<file path="config.mk">
export PLATFORM = sky130hd
export DESIGN_NAME = zero_one_pattern_gen
export DESIGN_NICKNAME = d
export VERILOG_FILES = /design/src/rtl/zero_one_pkg.sv /design/src/rtl/zop_beat_counter.sv /design/src/rtl/zero_one_pattern_gen.sv
export SDC_FILE = /design/constraint.sdc
export NUM_CORES = 1
export LEC_CHECK = 0
export ABC_AREA = 0
export BUFFER_PORTS_ARGS = -buffer_cell sky130_fd_sc_hd__buf_2
export CORE_MARGIN = 2
export CORE_UTILIZATION = 57
export DETAILED_ROUTE_END_ITERATION = 10
export GPL_TIMING_DRIVEN = 1
export PLACE_DENSITY = 0.77
export SYNTH_ARGS = -nofsm -noshare
export SYNTH_HDL_FRONTEND = slang
export SYNTH_SLANG_ARGS = --single-unit
</file>
<file path="constraint.sdc">
create_clock -name clk -period 2.35 [get_ports clk]
set_clock_uncertainty 0.2 [all_clocks]
set_input_delay 0.1175 -clock clk [delete_from_list [all_inputs] [get_ports clk]]
set_output_delay 0.1175 -clock clk [all_outputs]
set_load 0.05 [all_outputs]
</file>
<file path="src/rtl/zero_one_pkg.sv">
// zero_one_pkg: pattern mode codes and FSM state encoding shared by the
// zero/one pattern generator and its beat counter.
`default_nettype none

package zero_one_pkg;

   localparam logic [1:0] MODE_ZERO = 2'b00;
   localparam logic [1:0] MODE_ONE  = 2'b01;
   localparam logic [1:0] MODE_ALT  = 2'b10;
   localparam logic [1:0] MODE_WALK = 2'b11;

   typedef enum logic [1:0] {
      ST_IDLE = 2'd0,
      ST_SEND = 2'd1,
      ST_FIN  = 2'd2
   } state_t;

endpackage : zero_one_pkg

`default_nettype wire

</file>
<file path="src/rtl/zop_beat_counter.sv">
// zop_beat_counter: beat index k, walking-one position (mod WIDTH) and
// look-ahead values for the beat that follows the current one.
`default_nettype none

module zop_beat_counter #(
   parameter int WIDTH = 8,
   parameter int LEN_W = 8
) (
   input  logic                       clk,
   input  logic                       rst,
   input  logic                       clear,
   input  logic                       advance,
   input  logic [LEN_W-1:0]           len_lat,
   output logic [$clog2(WIDTH)-1:0]   pos_next,
   output logic                       odd_next,
   output logic                       last_next
);

   localparam int                 POS_W   = $clog2(WIDTH);
   localparam logic [POS_W-1:0]   POS_MAX = POS_W'(WIDTH - 1);

   logic [LEN_W-1:0] k;
   logic [LEN_W-1:0] k_inc;
   logic [POS_W-1:0] pos;

   assign k_inc = k + LEN_W'(1);

   // Outputs describe beat k+1 so the top can register the next word
   // in the same cycle the current beat is accepted.
   always_comb begin
      pos_next  = (pos == POS_MAX) ? '0 : pos + POS_W'(1);
      odd_next  = k_inc[0];
      last_next = (k_inc == (len_lat - LEN_W'(1)));
   end

   always_ff @(posedge clk or posedge rst) begin
      if (rst) begin
         k   <= '0;
         pos <= '0;
      end else if (clear) begin
         k   <= '0;
         pos <= '0;
      end else if (advance) begin
         k   <= k_inc;
         pos <= pos_next;
      end
   end

endmodule : zop_beat_counter

`default_nettype wire

</file>
<file path="src/rtl/zero_one_pattern_gen.sv">
// zero_one_pattern_gen: emits bursts of all-zero, all-one, alternating or
// walking-one words over valid/ready, with last marker and done pulse.
`default_nettype none

module zero_one_pattern_gen
   import zero_one_pkg::*;
#(
   parameter int WIDTH = 8,
   parameter int LEN_W = 8
) (
   input  logic             clk,
   input  logic             rst,
   input  logic             start,
   input  logic [1:0]       mode,
   input  logic [LEN_W-1:0] len,
   output logic [WIDTH-1:0] data_out,
   output logic             valid,
   input  logic             ready,
   output logic             last,
   output logic             busy,
   output logic             done
);

   localparam int               POS_W   = $clog2(WIDTH);
   localparam logic [WIDTH-1:0] ONE_HOT = WIDTH'(1);

   state_t           state, state_nxt;
   logic [1:0]       mode_q, mode_nxt;
   logic [LEN_W-1:0] len_q, len_nxt;
   logic [WIDTH-1:0] data_nxt;
   logic             valid_nxt, last_nxt, busy_nxt, done_nxt;
   logic             clear, advance;
   logic [POS_W-1:0] pos_next;
   logic             odd_next, last_next;

   function automatic logic [WIDTH-1:0] beat_word(input logic [1:0]       m,
                                                  input logic             odd,
                                                  input logic [POS_W-1:0] p);
      logic [WIDTH-1:0] w;
      case (m)
         MODE_ZERO: w = '0;
         MODE_ONE:  w = '1;
         MODE_ALT:  w = odd ? '1 : '0;
         MODE_WALK: w = ONE_HOT << p;
         default:   w = '0;
      endcase
      return w;
   endfunction

   zop_beat_counter #(
      .WIDTH (WIDTH),
      .LEN_W (LEN_W)
   ) u_beat_counter (
      .clk       (clk),
      .rst       (rst),
      .clear     (clear),
      .advance   (advance),
      .len_lat   (len_q),
      .pos_next  (pos_next),
      .odd_next  (odd_next),
      .last_next (last_next)
   );

   // Every output is computed one cycle ahead and registered, so ready
   // only ever reaches flops.
   always_comb begin
      state_nxt = state;
      mode_nxt  = mode_q;
      len_nxt   = len_q;
      data_nxt  = data_out;
      valid_nxt = valid;
      last_nxt  = last;
      busy_nxt  = busy;
      done_nxt  = 1'b0;
      clear     = 1'b0;
      advance   = 1'b0;

      case (state)
         ST_IDLE: begin
            if (start) begin
               mode_nxt = mode;
               len_nxt  = len;
               clear    = 1'b1;
               busy_nxt = 1'b1;
               if (len != '0) begin
                  state_nxt = ST_SEND;
                  valid_nxt = 1'b1;
                  data_nxt  = beat_word(mode, 1'b0, '0);
                  last_nxt  = (len == LEN_W'(1));
               end else begin
                  state_nxt = ST_FIN;
                  done_nxt  = 1'b1;
               end
            end
         end
         ST_SEND: begin
            if (ready) begin
               if (last) begin
                  state_nxt = ST_FIN;
                  valid_nxt = 1'b0;
                  last_nxt  = 1'b0;
                  data_nxt  = '0;
                  done_nxt  = 1'b1;
               end else begin
                  advance  = 1'b1;
                  data_nxt = beat_word(mode_q, odd_next, pos_next);
                  last_nxt = last_next;
               end
            end
         end
         ST_FIN: begin
            state_nxt = ST_IDLE;
            busy_nxt  = 1'b0;
         end
         default: begin
            state_nxt = ST_IDLE;
            valid_nxt = 1'b0;
            last_nxt  = 1'b0;
            busy_nxt  = 1'b0;
            data_nxt  = '0;
         end
      endcase
   end

   always_ff @(posedge clk or posedge rst) begin
      if (rst) begin
         state    <= ST_IDLE;
         mode_q   <= MODE_ZERO;
         len_q    <= '0;
         data_out <= '0;
         valid    <= 1'b0;
         last     <= 1'b0;
         busy     <= 1'b0;
         done     <= 1'b0;
      end else begin
         state    <= state_nxt;
         mode_q   <= mode_nxt;
         len_q    <= len_nxt;
         data_out <= data_nxt;
         valid    <= valid_nxt;
         last     <= last_nxt;
         busy     <= busy_nxt;
         done     <= done_nxt;
      end
   end

endmodule : zero_one_pattern_gen

`default_nettype wire

</file>
## Word level (Yosys, flattened, before mapping)

Index checks and enable logic that the tools add are counted.

- Bitwise gates (word level): 2
- $add $sub $neg: 3
- Reductions and logical operators: 11
- Equal/unequal tests: 15
- Mux-type cells: 40
- Shift-type cells: 1

Operator list:

| cell | number |
|---|---|
| $mux 8 | 7 |
| $pmux 8 s3 | 2 |
| $pmux 8 s4 | 1 |
| $mux 1 | 18 |
| $eq 2x2->1 const B | 5 |
| $mux 3 | 3 |
| $add 8x1->8 const B | 1 |
| $eq 8x1->1 const B | 1 |
| $eq 8x8->1 | 1 |
| $mux 2 | 4 |
| $ne 2x2->1 const B | 4 |
| $reduce_bool 8->1 | 1 |
| $shl 1x3->8 const A | 1 |
| $sub 8x1->8 const B | 1 |
| $eq 2x1->1 const B | 3 |
| $logic_not 2->1 | 3 |
| $pmux 1 s3 | 2 |
| $reduce_and 5->1 | 1 |
| $pmux 1 s2 | 2 |
| $pmux 2 s2 | 1 |
| $reduce_and 2->1 | 2 |
| $reduce_and 4->1 | 1 |
| $add 3x1->3 const B | 1 |
| $eq 3x3->1 const B | 1 |
| other kinds (4) | 5 |

- Bits of input ports: 14
- Output and inout bits: 12
- Logic and storage cells: 82
- Flip-flop bits (word level): 35

## Longest topological paths before layout

- Depth after elaboration: 7
- Gate-level depth with buffers: 7
- Gate-level depth less buffers: 7

## Hierarchy

From an unflattened synthesis, not the netlist that was laid out.

- Cells, all modules: 194
- Area total of the unflattened synthesis: 2,034.5 µm²

Modules (own cells, without submodules):

| module | cells each | area each (µm²) | seq. area each (µm²) | times used |
|---|---|---|---|---|
| zero_one_pattern_gen | 103 | 1,191.1 | 600.6 | 1 |
| zop_beat_counter | 91 | 843.3 | 275.3 | 1 |

## Worst setup path after synthesis

OpenSTA, ideal clock, no wires.

- Path kind: register to register
- From: register u_beat_counter.k[0]
- To: register last
- Slack: 0.371 ns
- Data arrival time: 1.676 ns
- Required time: 2.046 ns
- Setup time: 0.104 ns
- Path buffers: 0
- Cell stages (with the launch flop): 7
- Period minus slack after synthesis: 1.979 ns
- Cells stage by stage: dfrtp_1 -> ha_1 -> and3_1 -> xnor3_1 -> nor3_1 -> nand3b_1 -> o41ai_2

- Longest elaborated chain between the ends: 5

RTL lines:

| what | RTL line | text |
|---|---|---|
| from (decl) | zop_beat_counter.sv:22 | `logic [LEN_W-1:0] k;` |
| from (signal assigned) | zop_beat_counter.sv:44 | `k <= k_inc;` |
| $add 8x1->8 | zop_beat_counter.sv:26 | `assign k_inc = k + LEN_W'(1);` |
| $eq 8x8->1 | zop_beat_counter.sv:33 | `last_next = (k_inc == (len_lat - LEN_W'(1)));` |
| $mux 1 | zero_one_pattern_gen.sv:98 | `if (last) begin` |
| $mux 1 | zero_one_pattern_gen.sv:97 | `if (ready) begin` |
| $pmux 1 s3 | zero_one_pattern_gen.sv:78 | `case (state)` |
| to (signal assigned) | zero_one_pattern_gen.sv:141 | `last <= last_nxt;` |
| to (decl) | zero_one_pattern_gen.sv:19 | `output logic last,` |

No other way between the ends. The select of a mux whose other input is x is not followed.
A chain may end at the register's enable or synchronous reset.

## Final worst setup path

Ends and elaborated chain as after synthesis.

==> reports/metrics.cfg <==
[run_status]
run_status=finished, final reports clean

[pwr]
clkPwrFrac=0.103
p_total_mw=3.031
leakagePower_nw=1.077
switching_share=0.4665
seqPwrFrac=0.356
power_density_nw_per_um2=1281
p_int_mw=1.617
vdd_ir_drop_max_v=0.0007084
p_comb_frac=0.542
p_sw_mw=1.414

[placed_design]
gp_congestion=0.9198
dpl.hpwl_mm=3.033
port_buffers=25
placed_cells=269
pre_cts_slack_ns=0.2550

[timing]
finalSetupTns_ns=0
max_freq_mhz=469.6
slew_headroom=0.6230
rsz0062_at_grt=no
min_period_ns=2.129
setup_viol=0
fin_crit_sh=0.9061
timing.final.ws_setup_ns=0.2206
drv_slew=0
finalHoldViolCount=0
worstMarginPinSlew_ns=0.5655

[synth]
synth-seq-area-share=0.4340
synth_area_um2=2018
syn_area_per_cell_um2=10.14
ys_ff_latch=35
synthTopCellsByArea=dfrtp_1 43%, mux2_2 5.0%, ha_1 5.0%, xnor2_1 4.8%, a21oi_1 3.2%
syn-num-nets=221
syn-instance-count=199
yosysTopAreaCellShare=0.4340
synth_top_area_cell=dfrtp_1
yosysWarningCount=0
synth_cell_types=44

[final_layout]
final_layout_size_suffix_gt1_frac=0.2263
seqCellArea_um2=875.8
fill_cells=279
fin_util=0.7039
layout_commonest_cell=dfrtp_1
layout_common_cells=35 x dfrtp_1, 25 x buf_2, 17 x nand2_1, 13 x o21ai_0, 13 x a21oi_1
synthToLayoutAreaGrowth_pct=17.30
diodes=0
multi_input_area_um2=1075
final_nets=264
stdcell_count=289

[grt]
track_usage=0.2376
grt_pass1_vias=1741
grt_remaining_overflow=0
grt_pass1_wl_mm=7.438
grt_antenna_before_repair=0
grt_max_degree=36

[route]
drtPass1Iterations=4
vias_per_cell=5.723
vias=1654
highest_layer=met4
wl_met1_mm=1.707
wl_per_cell_um=14.57
dr_wl_met3_um=166
met2_length_mm=2.271
routed_wirelength_mm=4.211
dr.first_iter.drc_count=79
drcViolationCount=0
final_antenna_net_count=0

[cts]
cts.path.max_buffers=2
clkSinkCount=35
ctsResizeCount=0
cts-root-buf=clkbuf_4
clk_latency_ns=0.35
cts_inserted_buffers=5
htreeDepth=2
tritoncts=yes
clk_pin_slew_ns=0.10

[worst_setup_path]
path_max_fanout=7
start_kind=flop
cp.required_ns=2.40
crit_type=reg -> reg
cp.arrival_ns=2.18
critPathCaptureType=flop

[min_path]
worstHoldPathType=in -> reg

[floorplanning]
row_count=21
die_h_um=63.51
initial_utilization=0.6001
die_w_um=63.51
coreArea_um2=3363
io_pins=26
die_area_um2=4033

[flow_run]
cap_violations=0

-- through the flow --
| stage | hold slack [ns] | instance area, µm² |
|---|---|---|
| floorplan | 0.06808 | 2018 |
| global placement | 0.02806 | 2197 |
| detailed placement | 0.04250 | 2197 |
| CTS | 0.04710 | 2367 |
| global route | 0.07462 | 2367 |
| finish | 0.06399 | 2367 |
-- routing by layer --
metal	global-route usage	vias to the layer above
met2	0.4474	36
met4	0.09239	0
met5	0	-
met1	0.2517	811
met3	0.05714	6
li1	-	801
-- synthesized netlist by cell type, drive strengths merged --
library cell,number
nand3,7
o22ai,2
nand2b,2
inv,9
o211ai,8
xor2,3
ha,8
o41ai,1
o221ai,1
or2,1
nor2b,1
o31ai,4
nor3b,4
nor3,4
xnor2,11
a21o,1
dfrtp,35
nand2,18
and4,2
a32oi,1
clkbuf,2
xnor3,1
o21ai,15
and2,1
o21a,8
mux2i,2
nand3b,2
a21oi,13
and3,1
a211oi,1
buf,3
nor2,11
and2b,3
or3,1
mux2,9
or4,3
-- cell families after synthesis --
| kind of cell | count (synthesis) | synth area share |
|---|---|---|
| buffers and inverters | 14 | 0.03348 |
| AND/OR/NAND/NOR | 61 | 0.1705 |
| XOR/XNOR | 15 | 0.07192 |
| AO/OA/AOI/OAI | 55 | 0.1804 |
| flip-flops | 35 | 0.4340 |
| adder cells (fa/ha/maj) | 8 | 0.04960 |
| multiplexers | 11 | 0.06014 |
-- worst paths after layout --
| kind | from | endpoint | slack (ns) | cells after the start |
|---|---|---|---|---|
| hold / removal | start | u_beat_counter.pos[0]$_DFFE_PP0P_ | 0.06 | 4 |
| min in group asynchronous | rst | busy$_DFFE_PP0P_ | 0.20 | 4 |
| setup reg to reg | u_beat_counter.k[0]$_DFFE_PP0P_ | last$_DFFE_PP0P_ | 0.22 | 6 |
| hold reg to reg | data_out[3]$_DFFE_PP0P_ | data_out[3]$_DFFE_PP0P_ | 0.29 | 1 |
| max in group asynchronous | rst | u_beat_counter.k[2]$_DFFE_PP0P_ | 1.42 | 4 |
| setup / recovery | u_beat_counter.k[0]$_DFFE_PP0P_ | last$_DFFE_PP0P_ | 0.22 | 6 |
-- sequential cells by signal (all words and copies together), names as in the netlist --
signal / flops
len_q: 8
busy: 1
last: 1
u_beat_counter.k: 8
u_beat_counter.pos: 3
valid: 1
state: 2
done: 1
mode_q: 2
data_out: 8
-- power by group through the flow --
stage               Combinational [mW]  Clock [mW]  Sequential [mW]
floorplan                         1.03           0             1.34
global placement                  1.59           0             1.07
detailed placement                1.62           0             1.09
CTS                               1.65       0.325             1.07
global route                      1.81       0.352             1.11
finish                            1.64       0.311             1.08
-- timing repair --
item                                   in CTS  in global routing
setup buffers                               0                  0
endpoints found under the hold margin      49                  0
hold buffers                               12                  0
setup endpoints to repair                   0                  0
-- critical path: stages, from the launching register on --
cell and delay, ns:
dfrtp_1 0.46, ha_1 0.30, and3_1 0.23, xnor3_1 0.33, nor3_1 0.14, nand3b_1 0.11, o41ai_2 0.27
-- area by class of cell --
type / count / area share
Multi-Input combinational cell: 150 / 0.4540
Sequential cell: 35 / 0.3700
Timing Repair Buffer: 41 / 0.1163
Tap cell: 46 / 0.02431
Clock buffer: 7 / 0.01903
Inverter: 9 / 0.01427
Clock inverter: 1 / 0.002114
(Power assumes the default switching activity.)
